$ cat src/rtl/calc_sched.sv
// calc_sched: a command FIFO feeding a three-state scheduler (IDLE/EXEC/WB)
// that drives an external combinational ALU and maintains a 16-bit
// accumulator.
//
// Build option: define CALC_SCHED_SAT_EN to enable signed saturation of the
// accumulator write-back and the sticky ovf flag. Without it the result is
// truncated to 16 bits and ovf is constant 0.
//
// Handshake: a command transfers on a rising clk edge where cmd_valid and
// cmd_ready are both high. cmd_ready depends only on FIFO occupancy and
// flush (never on cmd_valid or on a same-cycle pop), so a full FIFO refuses
// a command even in a cycle where an entry is being popped.
//
// dbg_state exposes the scheduler state (0 = IDLE, 1 = EXEC, 2 = WB).
module calc_sched #(
   parameter int FIFO_DEPTH = 4
) (
   input  logic                          clk,
   input  logic                          rst_n,
   input  logic                          cmd_valid,
   output logic                          cmd_ready,
   input  logic [3:0]                    cmd_op,
   input  logic [15:0]                   cmd_data,
   input  logic                          cmd_clr,
   input  logic                          flush,
   output logic [3:0]                    alu_op,
   output logic [31:0]                   alu_a,
   output logic [31:0]                   alu_b,
   input  logic [31:0]                   alu_result,
   output logic [15:0]                   acc,
   output logic                          busy,
   output logic                          done,
   output logic                          zero_flag,
   output logic                          ovf,
   output logic [$clog2(FIFO_DEPTH):0]   fifo_count,
   output logic [1:0]                    dbg_state
);

   localparam int AW = $clog2(FIFO_DEPTH);
   localparam int CW = AW + 1;
   localparam logic [CW-1:0] DEPTH_C = CW'(FIFO_DEPTH);

   typedef enum logic [1:0] {
      IDLE = 2'd0,
      EXEC = 2'd1,
      WB   = 2'd2
   } state_t;

   // FIFO storage and bookkeeping
   logic [3:0]    op_mem   [FIFO_DEPTH];
   logic [15:0]   data_mem [FIFO_DEPTH];
   logic          clr_mem  [FIFO_DEPTH];

   logic [AW-1:0] wr_ptr_q, wr_ptr_d;
   logic [AW-1:0] rd_ptr_q, rd_ptr_d;
   logic [CW-1:0] count_q, count_d;

   // Scheduler state and in-flight command
   state_t        state_q, state_d;
   logic [3:0]    cur_op_q;
   logic [15:0]   cur_data_q;
   logic          cur_clr_q;
   logic [31:0]   res_q;
   logic [15:0]   acc_q, acc_d;

   logic          push;
   logic          pop;
   logic          fifo_empty;

   assign fifo_empty = (count_q == '0);
   assign cmd_ready  = (count_q < DEPTH_C) && !flush;
   assign push       = cmd_valid && cmd_ready;
   // A flush discards every queued entry, including the head that would
   // otherwise be popped this cycle; only the command already in flight
   // survives.
   assign pop        = (state_q == IDLE) && !fifo_empty && !flush;

   // Write an accepted command into the slot at the write pointer.
   always_ff @(posedge clk) begin
      if (push) begin
         op_mem[wr_ptr_q]   <= cmd_op;
         data_mem[wr_ptr_q] <= cmd_data;
         clr_mem[wr_ptr_q]  <= cmd_clr;
      end
   end

   // Next pointer/occupancy values; pointers wrap naturally at FIFO_DEPTH.
   always_comb begin
      wr_ptr_d = wr_ptr_q;
      rd_ptr_d = rd_ptr_q;
      count_d  = count_q;
      if (flush) begin
         rd_ptr_d = wr_ptr_q;
         count_d  = '0;
      end else begin
         if (push) wr_ptr_d = wr_ptr_q + AW'(1);
         if (pop)  rd_ptr_d = rd_ptr_q + AW'(1);
         unique case ({push, pop})
            2'b10:   count_d = count_q + CW'(1);
            2'b01:   count_d = count_q - CW'(1);
            default: count_d = count_q;
         endcase
      end
   end

   // FIFO pointer and occupancy registers.
   always_ff @(posedge clk or negedge rst_n) begin
      if (!rst_n) begin
         wr_ptr_q <= '0;
         rd_ptr_q <= '0;
         count_q  <= '0;
      end else begin
         wr_ptr_q <= wr_ptr_d;
         rd_ptr_q <= rd_ptr_d;
         count_q  <= count_d;
      end
   end

   // Scheduler state register.
   always_ff @(posedge clk or negedge rst_n) begin
      if (!rst_n) state_q <= IDLE;
      else        state_q <= state_d;
   end

   // Scheduler next-state: one command takes exactly three cycles.
   always_comb begin
      state_d = state_q;
      unique case (state_q)
         IDLE:    if (pop) state_d = EXEC;
         EXEC:    state_d = WB;
         WB:      state_d = IDLE;
         default: state_d = IDLE;
      endcase
   end

   // Scheduler outputs: done marks the write-back cycle of each command.
   always_comb begin
      done = 1'b0;
      busy = 1'b0;
      unique case (state_q)
         IDLE:    busy = !fifo_empty;
         EXEC:    busy = 1'b1;
         WB:      begin busy = 1'b1; done = 1'b1; end
         default: busy = 1'b0;
      endcase
   end

   // Latch the head command when it leaves the FIFO; held until the next pop.
   always_ff @(posedge clk or negedge rst_n) begin
      if (!rst_n) begin
         cur_op_q   <= '0;
         cur_data_q <= '0;
         cur_clr_q  <= 1'b0;
      end else if (pop) begin
         cur_op_q   <= op_mem[rd_ptr_q];
         cur_data_q <= data_mem[rd_ptr_q];
         cur_clr_q  <= clr_mem[rd_ptr_q];
      end
   end

   // Capture the ALU result in EXEC; a clear command forces a zero result.
   always_ff @(posedge clk or negedge rst_n) begin
      if (!rst_n)                 res_q <= '0;
      else if (state_q == EXEC)   res_q <= cur_clr_q ? 32'd0 : alu_result;
   end

`ifdef CALC_SCHED_SAT_EN
   logic ovf_q, ovf_d;

   // Write-back with signed saturation; clear commands also reset ovf.
   always_comb begin
      acc_d = acc_q;
      ovf_d = ovf_q;
      if (state_q == WB) begin
         if (cur_clr_q) begin
            acc_d = '0;
            ovf_d = 1'b0;
         end else if ($signed(res_q) > 32'sd32767) begin
            acc_d = 16'h7FFF;
            ovf_d = 1'b1;
         end else if ($signed(res_q) < -32'sd32768) begin
            acc_d = 16'h8000;
            ovf_d = 1'b1;
         end else begin
            acc_d = res_q[15:0];
         end
      end
   end

   // Sticky overflow register.
   always_ff @(posedge clk or negedge rst_n) begin
      if (!rst_n) ovf_q <= 1'b0;
      else        ovf_q <= ovf_d;
   end

   assign ovf = ovf_q;
`else
   // Without saturation the upper result bits carry no information.
   logic unused_res_hi;
   assign unused_res_hi = ^res_q[31:16];

   // Write-back by truncation; a clear command carries a zero result.
   always_comb begin
      acc_d = acc_q;
      if (state_q == WB) acc_d = res_q[15:0];
   end

   assign ovf = 1'b0;
`endif

   // Accumulator register.
   always_ff @(posedge clk or negedge rst_n) begin
      if (!rst_n) acc_q <= '0;
      else        acc_q <= acc_d;
   end

   assign alu_op     = cur_op_q;
   assign alu_a      = {{16{acc_q[15]}}, acc_q};
   assign alu_b      = {{16{cur_data_q[15]}}, cur_data_q};
   assign acc        = acc_q;
   assign zero_flag  = (acc_q == '0);
   assign fifo_count = count_q;
   assign dbg_state  = state_q;

endmodule

$ cat config.mk
export PLATFORM = sky130hd
export DESIGN_NAME = calc_sched
export DESIGN_NICKNAME = d
export VERILOG_FILES = /design/src/rtl/calc_sched.sv
export SDC_FILE = /design/constraint.sdc
export NUM_CORES = 1
export LEC_CHECK = 0
export ABC_AREA = 1
export CORE_MARGIN = 1.5
export CORE_UTILIZATION = 40
export DETAILED_ROUTE_END_ITERATION = 16
export PLACE_DENSITY = 0.67
export SYNTH_ARGS = -nofsm -noshare
export SYNTH_HDL_FRONTEND = slang
export SYNTH_SLANG_ARGS = --single-unit
export TNS_END_PERCENT = 50
$ cat constraint.sdc
create_clock -name clk -period 4.1 [get_ports clk]
set_input_delay 0.82 -clock clk [delete_from_list [all_inputs] [get_ports clk]]
set_output_delay 0.82 -clock clk [all_outputs]
set_load 0.05 [all_outputs]
### Yosys cells after proc, flatten, opt, wreduce, memory -nomap -nowiden

Memory sizes are Yosys's and may differ from the RTL's. A register that Yosys moved wholly into a read port is not among the register bits.
Cells that the tools add are included.

* register bits after elaboration: 41
* bits in latches: 0
* bits in writable memories: 84
* memory bits (read-only): 0
* bits of input ports: 57
* output and inout bits: 94
* word-level logic and storage cells: 47
* memories: 3

* $add $sub $neg: 4
* $mul: 0
* div/mod/pow operators: 0
* order comparisons: 1
* equal/unequal tests: 5
* shift operators: 0
* multiplexer cells: 11
* bitwise logic cells: 1
* reductions and logical operators: 16

Memory list
* data_mem: words 4, width 16, read ports 1, clocked after Yosys merged registers in 1, write ports 1, RTL line 51 `logic [15:0] data_mem [FIFO_DEPTH];`
* op_mem: words 4, width 4, read ports 1, clocked after Yosys merged registers in 1, write ports 1, RTL line 50 `logic [3:0] op_mem [FIFO_DEPTH];`
* clr_mem: words 4, width 1, read ports 1, clocked after Yosys merged registers in 1, write ports 1, RTL line 52 `logic clr_mem [FIFO_DEPTH];`

Operators by type and width (count)
* $logic_not A16 Y1: 1
* $mux W16: 1
* $mux W2: 3
* $pmux W3 S2: 1
* $logic_not A1 Y1: 5
* $add A2 B1 Y2 const B: 2
* $eq A2 B1 Y1 const B: 2
* $eq A2 B2 Y1 const B: 2
* $logic_and A1 B1 Y1: 4
* $pmux W2 S2: 1
* $add A3 B1 Y3 const B: 1
* $logic_not A3 Y1: 1
* $lt A3 B3 Y1 const B: 1
* $mux W1: 3
* $mux W3: 1
* $reduce_bool A3 Y1: 1
* $sub A3 B1 Y3 const B: 1
* $logic_not A2 Y1: 1
* $ne A2 B2 Y1 const B: 1
* $pmux W1 S2: 1
* $reduce_and A2 Y1: 1
* $reduce_bool A2 Y1: 1
* $reduce_or A2 Y1: 1
* $not A1 Y1: 1

### Longest topological paths before layout

* word-level depth: 7
* mapped depth: 11
* mapped depth without buffers: 11

### Least setup slack after synthesis

OpenSTA, ideal clock, no wires.

* path kind: register to output
* from: register acc_q[15] (netlist: acc[15])
* to: output port zero_flag
* data arrival time: 2.441 ns
* required time: 3.280 ns
* slack: 0.839 ns
* cell stages (with the launch flop): 4
* path buffers: 0
* cells stage by stage: dfrtp_1 -> inv_1 -> nand4_1 -> nor4_1

* word-level cells in the longest chain between the ends: 1

RTL lines
* from (decl): RTL line 64 `logic [15:0] acc_q, acc_d;`
* from (signal assigned): RTL line 213 `if (!rst_n) acc_q <= '0;`
* from (signal assigned): RTL line 214 `else acc_q <= acc_d;`
* $logic_not A16 Y1: RTL line 221 `assign zero_flag = (acc_q == '0);`
* to (decl): RTL line 33 `output logic zero_flag,`

Every way passes these cells.

### Worst setup path in the final report

* from: register state_q[1] (netlist: dbg_state[1])
* to: output port busy

* word-level cells in the longest chain between the ends: 3
* elaborated cells between the ends (all ways): 5
* those cells by class: eq/ne (2); mux (1); reduce/logical (2)

RTL lines
* from (decl): RTL line 59 `state_t state_q, state_d;`
* from (signal assigned): RTL line 122 `else state_q <= state_d;`
* $eq A2 B1 Y1 / $eq A2 B2 Y1 (equally long branches): RTL line 140 `unique case (state_q)`
* $reduce_or A2 Y1 (no line)
* $pmux W1 S2 (*): RTL line 140
* to (decl): RTL line 31 `output logic busy,`

Every way passes the cells marked *; elsewhere a longest branch is shown, timed or not.

==> reports/qor.yml <==
cap_violations: 0
synthDistinctLibCells: 27
slew_headroom: 0.390
via_per_inst: 4.92
cp.arrival_ps: 2510
cts.clk_slew.worst_paths_ps: 60
synth_nets: 634
dpl_worst_slack_ps: 832
avgRoutedWirePerCell_um: 15.5
start_util: 0.410
die_area_sq_mm: 0.0163
grt.overflow.total: 0
p_per_area_mw_per_mm2: 881
io_pins: 151
fin_skew_ps: 5.97
grt_max_degree: 47
syn_area_sq_mm: 0.00620
final-setup-viol-count: 0
setup_ws_ps: 773
post_cts_buffers: 0
gp_congestion: 0.769
syn_area_per_cell_sq_um: 11.0
clock-sinks: 146
rsz0062_at_grt: "no"
syn_to_final_growth_pct: 27.7
routed_wl_um: 13200
hold_ws_ps: 478
hold_violations: 0
ys_seq_area_frac: 0.657
numCtsBuffers: 17
ys_seq_elements: 146
row_count: 45
wl_met1_um: 5860
antenna_found_initial: 0
drive_above_1_share: 0.0781
grtUsageTotal: 0.168
hold_buffers: 0
die_h_um: 128
cts_tree: "built"
grt_pass1_wl_um: 21100
dpl.hpwl_um: 8580
power.leakage_nw: 3.13
dr_wl_met3_um: 820
ys_warn_count: 0
cts-root-buf: "clkbuf_16"
tns_ps: 0
outcome: "finished, final reports clean"
setup.worst_path.end_class: "primary output"
crit_path_max_fanout: 6
layout_commonest_cell: "clkdlybuf4s50_1"
finalNonFillerCells: 854
drt_iter0_markers: 260
clk_latency_ps: 410
top_layer_used: "met4"
fin_nets: 721
routed-via-count: 4205
wl_met2_um: 6370
drv_slew: 0
required_ps: 3280
fill_cells: 1293
cts.path.max_buffers: 2
post-route-min-period_ps: 3330
start_kind: "flop"
synthCells: 566
insertedDiodeCount: 0
placed_cells: 822
grt_pass1_vias: 4204
fp.dieW_um: 128
worst_pin_slew_ps: 915
peakVddDrop_v: 0.000371
io_buffer_count: 133
ctsResizeCount: 0
drtAntennaViolNets: 0
drc_errors: 0
drtPass1Iterations: 5
hp-class: "reg -> reg"
coreArea_sq_mm: 0.0151
power_w: 0.00698
htree_levels: 4
period_share: 0.812
path_class: "reg -> out"
layout_common_cells: "132 x clkdlybuf4s50_1, 94 x nand2_1, 84 x edfxtp_1"
max_freq_ghz: 0.301
==> worst paths after layout <==
path	from	end	slack, ps	depth (start not counted)
min in group asynchronous	rst_n	acc[9]	550	1
min reg2reg	res_q[0]	acc[0]	480	2
max	dbg_state[1]	busy	770	7
min	res_q[0]	acc[0]	480	2
max in group asynchronous	rst_n	acc[3]	2680	2
max reg2reg	rd_ptr_q[1]	alu_op[1]	1920	5
==> final cells by class <==
cell class / instances / area (sq um) / share of cell area
multi-input combinational: 298 / 1470 / 0.186
clock inverter: 10 / 111 / 0.0141
timing repair buffer: 141 / 1390 / 0.175
tap: 188 / 235 / 0.0297
sequential: 146 / 4070 / 0.514
inverter: 49 / 184 / 0.0232
clock buffer: 22 / 454 / 0.0574
==> cells by family after synthesis <==
group                    after synthesis  synth area share
AND/OR/NAND/NOR                      182             0.121
flip-flops                           146             0.657
buffers and inverters                122             0.107
AO/OA/AOI/OAI                        103            0.0896
adder cells (fa/ha/maj)               11            0.0234
XOR/XNOR                               1           0.00141
other                                  1          0.000605
==> state kept, by name, indices dropped and copies added (netlist names) <==
name / flops
cur_clr_q: 1
rd_ptr_q: 2
fifo_count: 3
acc: 16
res_q: 16
data_mem: 64
op_mem: 16
wr_ptr_q: 2
dbg_state: 2
cur_data_q: 16
clr_mem: 4
alu_op: 4
==> Yosys cell counts <==
master | instances | area [sq um]
clkbuf_1 | 13 | 48.8
buf_6 | 2 | 22.5
nand3_1 | 24 | 120
fa_1 | 1 | 20.0
o21a_1 | 1 | 7.51
buf_4 | 49 | 368
nand2_2 | 3 | 18.8
buf_1 | 2 | 7.51
edfxtp_1 | 84 | 2520
nor2_2 | 3 | 18.8
xor2_1 | 1 | 8.76
nor4_1 | 1 | 6.26
o21ai_1 | 7 | 35.0
nand2_4 | 1 | 11.3
dfrtp_1 | 62 | 1550
nor2_1 | 51 | 191
a21oi_1 | 1 | 5.00
o22ai_1 | 21 | 131
inv_2 | 4 | 15.0
o21ai_0 | 72 | 360
ha_1 | 10 | 125
nand4_1 | 5 | 31.3
nand2_1 | 94 | 353
inv_1 | 45 | 169
conb_1 | 1 | 3.75
buf_2 | 7 | 35.0
a21oi_4 | 1 | 16.3
==> metrics by stage <==
stage / area, sq um / utilization
final: 7920 / 0.523
after global routing: 7920 / 0.523
after CTS: 7920 / 0.523
after detailed placement: 7350 / 0.486
after global placement: 7350 / 0.486
after floorplan: 6200 / -
==> report_power, final <==
part	total [W]	internal (W)	switching (W)
registers	0.00217	0.00191	0.000256
clock network	0.00147	0.000908	0.000562
logic	0.00334	0.00101	0.00233
total	0.00698	0.00383	0.00315
==> critical path, stage by stage, from the launching register on <==
cell	delay, ps
dfrtp_1	410
inv_1	160
ha_1	230
inv_1	80
a21oi_4	210
nor2_1	70
nor2_1	80
clkdlybuf4s50_1	830
==> metal layers <==
layer	up-vias	global-route usage
li1	2028	-
met1	2018	0.211
met2	144	0.285
met3	15	0.0436
met4	0	0.0528
met5	-	0
No activity file was read; power rests on OpenSTA's default activity.
